==> config.mk <==
export PLATFORM = sky130hd
export DESIGN_NAME = inst_fetch_queue
export DESIGN_NICKNAME = d
export VERILOG_FILES = /design/src/rtl/inst_fetch_queue_pkg.sv /design/src/rtl/fetch_fifo.sv /design/src/rtl/inst_fetch_queue.sv
export SDC_FILE = /design/constraint.sdc
export NUM_CORES = 1
export LEC_CHECK = 0
export CAP_MARGIN = 20
export CORE_ASPECT_RATIO = 1.4
export CORE_MARGIN = 2
export CORE_UTILIZATION = 51
export CTS_CLUSTER_SIZE = 14
export DETAILED_ROUTE_END_ITERATION = 8
export PLACE_DENSITY_LB_ADDON = 0.15
export SLEW_MARGIN = 10
export SYNTH_ARGS = -nofsm -noshare
export SYNTH_HDL_FRONTEND = slang
export SYNTH_SLANG_ARGS = --single-unit
export TNS_END_PERCENT = 30
==> constraint.sdc <==
create_clock -name clk -period 10.41 [get_ports clk]
set_clock_uncertainty 0.05 [all_clocks]
set_input_delay 1.5615 -clock clk [delete_from_list [all_inputs] [get_ports clk]]
set_output_delay 1.5615 -clock clk [all_outputs]
set_load 0.02 [all_outputs]
==> src/rtl/inst_fetch_queue_pkg.sv <==
// rtl/inst_fetch_queue_pkg.sv - shared fetch defaults: address/instruction widths and reset PC
package inst_fetch_queue_pkg;

    localparam int DEF_ADDR_SIZE = 32;
    localparam int DEF_INST_SIZE = 32;

    // Must match the reset value of the PC generator feeding pc_in.
    localparam logic [31:0] RESET_PC = 32'h0000_0000;

endpackage

==> src/rtl/fetch_fifo.sv <==
// rtl/fetch_fifo.sv - synchronous FIFO with push/pop/clear, occupancy count and async reset
module fetch_fifo #(
    parameter int WIDTH = 32,
    parameter int DEPTH = 4,
    localparam int PW = (DEPTH > 1) ? $clog2(DEPTH) : 1,
    localparam int CW = $clog2(DEPTH + 1)
) (
    input  logic             clk,
    input  logic             reset,
    input  logic             push,
    input  logic [WIDTH-1:0] push_data,
    input  logic             pop,
    input  logic             clear,
    output logic [WIDTH-1:0] head,
    output logic [CW-1:0]    count
);

    logic [WIDTH-1:0] mem [DEPTH];
    logic [PW-1:0]    rd_ptr;
    logic [PW-1:0]    wr_ptr;

    // Explicit wrap keeps non-power-of-2 depths (e.g. MAX_OUTST=3) correct.
    function automatic logic [PW-1:0] ptr_next(input logic [PW-1:0] p);
        return (p == PW'(DEPTH - 1)) ? '0 : p + PW'(1);
    endfunction

    always_ff @(posedge clk or posedge reset) begin
        if (reset) begin
            rd_ptr <= '0;
            wr_ptr <= '0;
            count  <= '0;
            for (int i = 0; i < DEPTH; i++) begin
                mem[i] <= '0;
            end
        end else if (clear) begin
            rd_ptr <= '0;
            wr_ptr <= '0;
            count  <= '0;
        end else begin
            if (push) begin
                mem[wr_ptr] <= push_data;
                wr_ptr      <= ptr_next(wr_ptr);
            end
            if (pop) begin
                rd_ptr <= ptr_next(rd_ptr);
            end
            count <= count + CW'(push) - CW'(pop);
        end
    end

    assign head = mem[rd_ptr];

    a_no_overflow: assert property (@(posedge clk) disable iff (reset)
        !(push && !pop && !clear && count == CW'(DEPTH)));
    a_no_underflow: assert property (@(posedge clk) disable iff (reset)
        !(pop && !clear && count == '0));

endmodule

==> src/rtl/inst_fetch_queue.sv <==
// rtl/inst_fetch_queue.sv - instruction fetch front end: issue credit, PC tagging, flush drop and decode queue
module inst_fetch_queue
    import inst_fetch_queue_pkg::*;
#(
    parameter int ADDR_SIZE   = DEF_ADDR_SIZE,
    parameter int INST_SIZE   = DEF_INST_SIZE,
    parameter int QUEUE_DEPTH = 4,
    parameter int MAX_OUTST   = 2
) (
    input  logic                 clk,
    input  logic                 reset,
    input  logic [ADDR_SIZE-1:0] pc_in,
    input  logic                 flush,
    output logic                 pc_stall,
    output logic                 imem_req_valid,
    input  logic                 imem_req_ready,
    output logic [ADDR_SIZE-1:0] imem_req_addr,
    input  logic                 imem_rsp_valid,
    input  logic [INST_SIZE-1:0] imem_rsp_data,
    output logic                 inst_valid,
    input  logic                 inst_ready,
    output logic [INST_SIZE-1:0] inst_data,
    output logic [ADDR_SIZE-1:0] inst_pc
);

    localparam int OW = $clog2(MAX_OUTST + 1);
    localparam int QW = $clog2(QUEUE_DEPTH + 1);
    localparam int EW = ADDR_SIZE + INST_SIZE;

    logic [OW-1:0]        live_cnt;
    logic [OW-1:0]        drop_cnt;
    logic [QW-1:0]        q_count;
    logic [OW-1:0]        pc_count;
    logic [ADDR_SIZE-1:0] pc_head;
    logic [EW-1:0]        q_head;
    logic                 outst_ok;
    logic                 queue_ok;
    logic                 fire;
    logic                 rsp_keep;
    logic                 rsp_drop;
    logic                 q_pop;

    // Live requests reserve queue slots, so a kept response always has room.
    assign outst_ok = (32'(live_cnt) + 32'(drop_cnt)) < $unsigned(MAX_OUTST);
    assign queue_ok = (32'(live_cnt) + 32'(q_count)) < $unsigned(QUEUE_DEPTH);

    assign imem_req_valid = !reset && !flush && outst_ok && queue_ok;
    assign imem_req_addr  = pc_in;
    assign fire           = imem_req_valid && imem_req_ready;
    assign pc_stall       = reset || (!fire && !flush);

    assign rsp_drop = imem_rsp_valid && (drop_cnt != '0);
    assign rsp_keep = imem_rsp_valid && (drop_cnt == '0) && !flush;
    assign q_pop    = inst_valid && inst_ready && !flush;

    always_ff @(posedge clk or posedge reset) begin
        if (reset) begin
            live_cnt <= '0;
            drop_cnt <= '0;
        end else if (flush) begin
            live_cnt <= '0;
            drop_cnt <= live_cnt + drop_cnt - OW'(imem_rsp_valid);
        end else begin
            live_cnt <= live_cnt + OW'(fire) - OW'(rsp_keep);
            drop_cnt <= drop_cnt - OW'(rsp_drop);
        end
    end

    fetch_fifo #(
        .WIDTH (ADDR_SIZE),
        .DEPTH (MAX_OUTST)
    ) u_pc_fifo (
        .clk       (clk),
        .reset     (reset),
        .push      (fire),
        .push_data (pc_in),
        .pop       (rsp_keep),
        .clear     (flush),
        .head      (pc_head),
        .count     (pc_count)
    );

    fetch_fifo #(
        .WIDTH (EW),
        .DEPTH (QUEUE_DEPTH)
    ) u_inst_queue (
        .clk       (clk),
        .reset     (reset),
        .push      (rsp_keep),
        .push_data ({pc_head, imem_rsp_data}),
        .pop       (q_pop),
        .clear     (flush),
        .head      (q_head),
        .count     (q_count)
    );

    assign inst_valid = (q_count != '0);
    assign inst_pc    = q_head[EW-1:INST_SIZE];
    assign inst_data  = q_head[INST_SIZE-1:0];

    a_queue_room: assert property (@(posedge clk) disable iff (reset)
        !(rsp_keep && !q_pop && q_count == QW'(QUEUE_DEPTH)));
    a_rsp_expected: assert property (@(posedge clk) disable iff (reset)
        !(imem_rsp_valid && live_cnt == '0 && drop_cnt == '0));
    a_pc_tags_live: assert property (@(posedge clk) disable iff (reset)
        pc_count == live_cnt);

endmodule
Word-level counts from Yosys, hierarchy flattened
Cells that the tools add are included.
{ "word_totals": {"ff_bits": 333, "output_inout_bits": 99, "inputBits": 70, "word_cells": 92} }
{ "classes": {"n_reduce_logical": 24, "n_eq_ne": 2, "bitwise": 5, "magnitude_cmp": 8, "add_sub_neg": 13, "n_mux": 27} }
{ "op_table": {"columns": ["cell", "n"], "rows": [
  ["256-bit bitwise mux", 1],
  ["64-bit 2-to-1 mux", 3],
  ["64-bit binary-select mux with 2-bit select", 1],
  ["64-bit demux with 2-bit select", 1],
  ["32-bit 2-to-1 mux", 4],
  ["64-bit bitwise mux", 1],
  ["32-bit demux with 1-bit select", 1],
  ["2-bit 2-to-1 mux", 8],
  ["1-bit logical AND", 12],
  ["2-bit nonzero test", 4],
  ["3-bit greater-or-equal comparator (second input constant)", 2],
  ["1-bit 2-to-1 mux", 6],
  ["2-bit inverter with 3-bit output", 2],
  ["2-bit by 1-bit subtractor with 2-bit output", 3],
  ["2-bit by 1-bit adder with 2-bit output (second input constant)", 2],
  ["2-bit by 3-bit adder with 4-bit output", 1],
  ["2-bit equality test (second input constant)", 2],
  ["2-bit greater-or-equal comparator (second input constant)", 2],
  ["4-bit by 3-bit < comparator with 1-bit output (second input constant)", 1],
  ["1-bit inverter with 2-bit output", 2],
  ["2-bit AND reduction", 2],
  ["2-bit by 2-bit adder with 3-bit output", 1],
  ["3-bit by 1-bit adder with 3-bit output", 1],
  ["1-bit logical NOT", 3],
  ["other kinds (12)", 13]
]} }

Depth between registers and ports, before layout
Gate-level depths: netlist of run 1.
{ "logic_depth": {"depth_word": 8, "depth_mapped": 10, "depth_no_buf": 10} }

By module
From an unflattened synthesis of run 1, not the netlist that was laid out.
{ "unflattened": {"cells_unflattened": 918, "hier_area_um2": 16065.4} }
{ "by_module_without_submodules": {"columns": ["module", "n_inst", "area_per_inst_um2", "seq_area_each_um2", "cells_per_inst"], "rows": [
  ["fetch_fifo (u_inst_queue)", 1, 12413.2, 6581.3, 658],
  ["fetch_fifo (u_pc_fifo)", 1, 3002.9, 1701.6, 188],
  ["inst_fetch_queue", 1, 649.4, 100.1, 72]
]} }

Worst setup path before layout of run 1
No wires, ideal clock.
{ "synth_path": {"path_kind": "input to output", "start": "in flush", "end": "out pc_stall", "t_arrival_ns": 2.896, "required_ns": 8.799, "path_slack_ns": 5.903, "path_buffers": 0, "cell_stages": 3, "path_cell_list": "or4_4 or4b_1 a21o_1"} }
{ "synth_via": {"elab_chain_len": 8} }
{ "synth_rtl": {"columns": ["item", "line", "text"], "rows": [
  ["start: declaration", "inst_fetch_queue.sv:13", "input logic flush,"],
  ["1-bit logical NOT (*)", "inst_fetch_queue.sv:47, inst_fetch_queue.sv:50", null],
  ["1-bit logical AND (3 in a row)", "inst_fetch_queue.sv:47", "assign imem_req_valid = !reset && !flush && outst_ok && queue_ok;"],
  ["1-bit logical AND", "inst_fetch_queue.sv:49", "assign fire = imem_req_valid && imem_req_ready;"],
  ["1-bit logical NOT", "inst_fetch_queue.sv:50", "assign pc_stall = reset || (!fire && !flush);"],
  ["1-bit logical AND (*)", "inst_fetch_queue.sv:50", null],
  ["1-bit logical OR (*)", "inst_fetch_queue.sv:50", null],
  ["end: declaration", "inst_fetch_queue.sv:14", "output logic pc_stall,"]
]} }
Mark *: on every way between the ends. The rest lies on a longest branch, timed or not.

Final worst setup path of run 1
Same ends and word-level chain as after synthesis.

==> flow_metrics.env, run 1 <==
export IMPL_outcome="completed"
export IMPL_ys_seq_elements=333
export IMPL_utilization_pct=62.76
export IMPL_ff2ff_setup_slack_ps=6990
export IMPL_cts_tree="done"
export IMPL_swShare_pct=29.63
export IMPL_synth_area_leaders="dfrtp_1 (56%), mux2_2 (27%), mux4_2 (9.7%), buf_4 (1.8%), ha_1 (1.1%)"
export IMPL_fmax_ghz=0.1686
export IMPL_rows=73
export IMPL_grt_usage_pct=19.80
export IMPL_clk_latency_ps=520
export IMPL_pin_count=169
export IMPL_worstReg2RegStart="live_cnt[0]"
export IMPL_grt_max_degree=84
export IMPL_hold_buffers=0
export IMPL_end_kind="output port"
export IMPL_grt_pass1_vias=8711
export IMPL_drc=0
export IMPL_hp_start="u_pc_fifo.mem[24]"
export IMPL_synth_nets=991
export IMPL_syn_to_final_growth_pct=20.51
export IMPL_slew_headroom_pct=28.31
export IMPL_cts_resized=0
export IMPL_cp_data_arrival_time_ps=4320
export IMPL_die_h_um=205.8
export IMPL_synth_edf_count=0
export IMPL_r2r_end="u_pc_fifo.mem[17]"
export IMPL_share_comb_of_total_power_pct=34.9
export IMPL_die_area_um2=30500
export IMPL_viasPerCell=5.613
export IMPL_min_to="u_pc_fifo.mem[24]"
export IMPL_numClockSinks=333
export IMPL_syn_cell_area_um2=14840
export IMPL_hp_class="reg -> reg"
export IMPL_dp_slack_ps=4523
export IMPL_fin_total_pwr_mw=5.047
export IMPL_grt_setup_unrepaired="false"
export IMPL_dp_hpwl_um=16900
export IMPL_min_path_cells=1
export IMPL_portBuffers=168
export IMPL_setup_viol=0
export IMPL_ys_flop_type="dfrtp_1"
export IMPL_initial_core_util_pct=52.08
export IMPL_setup_tns_ps=0
export IMPL_ys_warnings_count=0
export IMPL_h_tree_depth=2
export IMPL_criticalPathCategory="in -> out"
export IMPL_max_stage_delay_ps=730
export IMPL_min_period_ps=5930
export IMPL_clkSlewWorstSetupHoldPaths_ps=60
export IMPL_whs_ps=437.9
export IMPL_n_antenna_cell=0
export IMPL_globalplace_congestion=0.7312
export IMPL_clock_path_buffers=3
export IMPL_leakage_nw=8.227
export IMPL_cpMaxStageDelayCell="clkdlybuf4s50_1"
export IMPL_path_common_cell="clkdlybuf4s50_1"
export IMPL_cp_max_fo=16
export IMPL_drtIter0Drc=280
export IMPL_yosysTopAreaCellShare_pct=56.15
export IMPL_p_clk_share_pct=26.0
export IMPL_seq_power_share_pct=39.2
export IMPL_yosysUniqueCellTypes=36
export IMPL_cp_data_required_time_ps=8800
export IMPL_grt_ovfl_total=0
export IMPL_cts_buffers_inserted=35
export IMPL_postCtsSetupRepairBufs=0
export IMPL_core_um2=28500
export IMPL_p_sw_mw=1.495
export IMPL_startpoint_type="primary input"
export IMPL_layout_nets=1129
export IMPL_timing_final_hold_violations=0
export IMPL_firstDrtPassIters=6
export IMPL_syn_inst=906
export IMPL_ant_nets=0
export IMPL_ys_seq_area_share_pct=56.15
export IMPL_ir_worst_vdd_mv=0.1519
export IMPL_grt_pass1_wl_um=47270
export IMPL_via_count=8099
export IMPL_die_w_um=148.2
export IMPL_worst_pin_slew_ps=1075
export IMPL_slew_violations=0
export IMPL_final_period_utilization_pct=56.96
export IMPL_setup_slack_ps=4480
export IMPL_wirelength_um=29090
export IMPL_drive_gt1_share_pct=46.25
export IMPL_p_int_mw=3.551
export IMPL_r2r_cells=6
export IMPL_antenna_found_initial=0
export IMPL_maxCapViolCount=0
export IMPL_crit_chain="clkdlybuf4s50_1, or4_4, or4b_1, a21o_1, clkdlybuf4s50_1"
export IMPL_wl_per_cell_um=20.16
export IMPL_synth_top_cell_by_area="dfrtp_1"
export IMPL_power_density_nw_per_um2=282.2
export IMPL_async_flop_share_pct=100.0
export IMPL_cts_root_buf="clkbuf_16"
export IMPL_fillers=2193
export IMPL_avgSynthCellArea_um2=16.38
==> layer usage <==
metal / share of wire [%] / vias up / GRT usage, %
met1: 46 / 4333 / 26.96
li1: - / 3575 / -
met2: 48 / 151 / 32.67
met3: 4.2 / 40 / 3.792
met4: 2.2 / 0 / 5.782
met5: 0 / - / 0
==> synthesized netlist by cell type (all sizes together), types with 2 or more instances <==
| cell | count |
|---|---|
| mux2 | 352 |
| dfrtp | 333 |
| buf | 71 |
| mux4 | 64 |
| ha | 13 |
| clkbuf | 10 |
| inv | 10 |
| nor2 | 10 |
| nand2 | 7 |
| xor2 | 6 |
| xnor2 | 3 |
| and2 | 2 |
| fa | 2 |
| mux2i | 2 |
| nor2b | 2 |
| nor3 | 2 |
| nor4 | 2 |
| o21ai | 2 |
==> cells in the final DEF, fill, tap and decap left out, types with 6 or more instances in the layout <==
cell | netlist | layout
mux2_2 | 350 | 350
dfrtp_1 | 333 | 330
clkdlybuf4s50_1 | 0 | 168
mux4_2 | 64 | 64
clkbuf_16 | 0 | 37
ha_1 | 13 | 13
buf_4 | 35 | 12
nor2_1 | 10 | 10
inv_1 | 10 | 9
clkbuf_1 | 10 | 9
xor2_1 | 6 | 6
clkbuf_8 | 0 | 6
==> critical path: cells and delay by family <==
kind | cells | cell delay [ps]
buf+inv | 2 | 1270
simple gates | 2 | 1250
compound gates | 1 | 230
==> registers in the layout, indices dropped and copies added (netlist names) <==
signal,cells
u_inst_queue.wr_ptr,2
drop_cnt,2
u_inst_queue.rd_ptr,2
u_inst_queue.count,3
live_cnt,2
u_pc_fifo.mem,64
u_pc_fifo.rd_ptr,1
u_pc_fifo.wr_ptr,1
u_inst_queue.mem,256
==> kinds of logic (layout without fill, tap and decap cells) <==
family / Yosys count / count (layout) / synth area share (%)
AO/OA/AOI/OAI: 7 / 7 / 0.3373
XOR/XNOR: 9 / 9 / 0.5312
adder cells (fa/ha/maj): 15 / 15 / 1.366
buffers and inverters: 91 / 253 / 3.575
flip-flops: 333 / 333 / 56.15
multiplexers: 418 / 418 / 36.56
AND/OR/NAND/NOR: 33 / 33 / 1.484
==> worst max-delay path by stage <==
stage / startpoint / to / slack [ps] / cells after the start
finish: flush / pc_stall / 4480 / 5
CTS: flush / pc_stall / 4510 / 5
global placement: flush / pc_stall / 4530 / 5
floorplan: reset / drop_cnt[0] / 4350 / 1
global route: flush / pc_stall / 4420 / 5
detailed placement: flush / pc_stall / 4520 / 5
==> per-stage QoR <==
| stage | cell area, µm² | instances |
|---|---|---|
| finish | 17880 | 1443 |
| global route | 17880 | 1443 |
| CTS | 17840 | 1441 |
| detailed placement | 16620 | 1380 |
| global placement | 16620 | 1380 |
| floorplan | 14840 | 906 |
==> final cells by class <==
type                    instances  area [µm²]  share of cell area [%]
repair buffers                182        1819                   10.17
inverters                      10       41.29                  0.2309
clock inverters                 9       173.9                  0.9724
well taps                     375       469.2                   2.623
clock buffers                  52        1042                   5.828
flip-flops and latches        333        8342                   46.64
multi-input cells             482        5997                   33.53
==> power groups by stage <==
| stage | combinational (mW) | sequential, mW | clock [mW] |
|---|---|---|---|
| floorplan | 1.26 | 1.87 | 0 |
| global placement | 1.76 | 1.98 | 0 |
| detailed placement | 1.78 | 2.00 | 0 |
| CTS | 1.79 | 1.98 | 1.35 |
| global route | 1.90 | 2.04 | 1.40 |
| finish | 1.76 | 1.98 | 1.31 |
Note: power is estimated with default switching activity, not from simulation.
==> run 2, diff against run 1 <==
==> constraint.sdc (replaced) <==
create_clock -name clk -period 5.14 [get_ports clk]
set_clock_uncertainty 0.05 [all_clocks]
set_input_delay 0.771 -clock clk [delete_from_list [all_inputs] [get_ports clk]]
set_output_delay 0.771 -clock clk [all_outputs]
set_load 0.02 [all_outputs]
==> flow_metrics.env, run 2 (synthesized netlist as in run 1, its figures left out) <==
export IMPL_cp_data_arrival_time_ps=3340
export IMPL_largest_register="u_inst_queue.mem"
export IMPL_postCtsSetupRepairBufs=0
export IMPL_power_density_nw_per_um2=564.6
export IMPL_p_sw_mw=3.029
export IMPL_core_um2=28500
export IMPL_slew_headroom_pct=29.65
export IMPL_wl_per_cell_um=20.41
export IMPL_cp_max_fo=5
export IMPL_cts_root_buf="clkbuf_16"
export IMPL_via_count=7972
export IMPL_final_period_utilization_pct=80.93
export IMPL_cts_tree="done"
export IMPL_p_int_mw=7.067
export IMPL_layout_nets=1131
export IMPL_p_clk_share_pct=24.8
export IMPL_antenna_found_initial=1
export IMPL_clkSlewWorstSetupHoldPaths_ps=60
export IMPL_grt_usage_pct=20.10
export IMPL_grt_pass1_wl_um=47550
export IMPL_wirelength_um=29520
export IMPL_fmax_ghz=0.2404
export IMPL_drive_gt1_share_pct=46.26
export IMPL_cts_resized=0
export IMPL_cp_data_required_time_ps=4320
export IMPL_clock_path_buffers=3
export IMPL_grt_max_degree=114
export IMPL_viasPerCell=5.513
export IMPL_cp_startpoint="drop_cnt[0]"
export IMPL_leakage_nw=8.222
export IMPL_clk_latency_ps=520
export IMPL_largest_register_ffs=256
export IMPL_min_path_cells=1
export IMPL_pin_count=169
export IMPL_timing_final_hold_violations=0
export IMPL_die_w_um=148.2
export IMPL_startpoint_type="register"
export IMPL_rows=73
export IMPL_setup_viol=0
export IMPL_whs_ps=437.1
export IMPL_outcome="completed"
export IMPL_worst_pin_slew_ps=1055
export IMPL_final_common_cell="mux2_2"
export IMPL_firstDrtPassIters=5
export IMPL_hp_class="reg -> reg"
export IMPL_seq_power_share_pct=39.4
export IMPL_drc=0
export IMPL_setup_tns_ps=0
export IMPL_criticalPathCategory="reg -> out"
export IMPL_worstReg2RegStart="drop_cnt[0]"
export IMPL_swShare_pct=30.01
export IMPL_grt_ovfl_total=0
export IMPL_initial_core_util_pct=52.08
export IMPL_drtIter0Drc=283
export IMPL_slew_violations=0
export IMPL_maxCapViolCount=0
export IMPL_r2r_cells=10
export IMPL_ir_worst_vdd_mv=0.2939
export IMPL_dp_hpwl_um=17330
export IMPL_hp_start="u_pc_fifo.mem[23]"
export IMPL_share_comb_of_total_power_pct=35.8
export IMPL_portBuffers=168
export IMPL_cts_buffers_inserted=34
export IMPL_end_kind="output port"
export IMPL_largestRegisters="u_inst_queue.mem (256), u_pc_fifo.mem (64), u_inst_queue.count (3)"
export IMPL_grt_setup_unrepaired="false"
export IMPL_syn_to_final_growth_pct=20.50
export IMPL_hold_buffers=0
export IMPL_final_cell_mix="mux2_2 (350), dfrtp_1 (330), clkdlybuf4s50_1 (168)"
export IMPL_min_period_ps=4160
export IMPL_grt_pass1_vias=8561
export IMPL_globalplace_congestion=0.7427
export IMPL_ant_nets=0
export IMPL_die_area_um2=30500
export IMPL_die_h_um=205.8
export IMPL_h_tree_depth=2
export IMPL_numClockSinks=333
-- run 2: power groups by stage --
stage / Sequential [mW] / Clock (mW) / Combinational, mW
after detailed placement: 4.05 / 0 / 3.63
final: 3.98 / 2.50 / 3.61
after CTS: 4.00 / 2.58 / 3.65
after global routing: 4.11 / 2.68 / 3.87
after floorplan: 3.78 / 0 / 2.55
after global placement: 4.02 / 0 / 3.58
-- run 2: critical path, cell delays in order (launching register included) --
cell and delay (ps):
dfrtp_1 420, and2_1 160, fa_1 440, or4_4 480
or4b_1 540, a21o_1 230, clkdlybuf4s50_1 550
-- run 2: stage by stage --
step	instances	worst slack (ps)	total power, mW	cell area (µm²)	utilization, %
2_1_floorplan	906	-129.6	6.330	14840	-
3_3_place_gp	1383	1155	7.600	16690	58.58
3_5_place_dp	1383	1125	7.682	16690	58.58
4_1_cts	1443	954.7	10.24	17830	62.58
5_1_grt	1445	910.9	10.66	17880	62.75
6_report	1446	980.2	10.10	17880	62.75
-- run 2: path summary, 6_finish.rpt --
path,end,slack (ps)
max in group asynchronous,u_inst_queue.mem[81],3390
max,pc_stall,980
min in group asynchronous,u_inst_queue.mem[244],710
min,u_pc_fifo.mem[23],440
max reg2reg,live_cnt[1],2050
min reg2reg,u_pc_fifo.mem[23],440
-- run 2: per-layer routing --
metal | share of wire [%] | vias up | GRT usage, %
met1 | 44 | 4221 | 27.23
met5 | 0 | - | 0
met2 | 50 | 151 | 33.52
met4 | 1.7 | 0 | 5.306
li1 | - | 3569 | -
met3 | 4.5 | 31 | 3.925
-- run 2: layout make-up --
class	count	area [µm²]
fillers	2176	10610
multi-input cells	482	5997
diodes	1	2.502
clock buffers	54	1060
flip-flops and latches	333	8342
well taps	375	469.2
inverters	10	41.29
repair buffers	185	1892
clock inverters	6	80.08
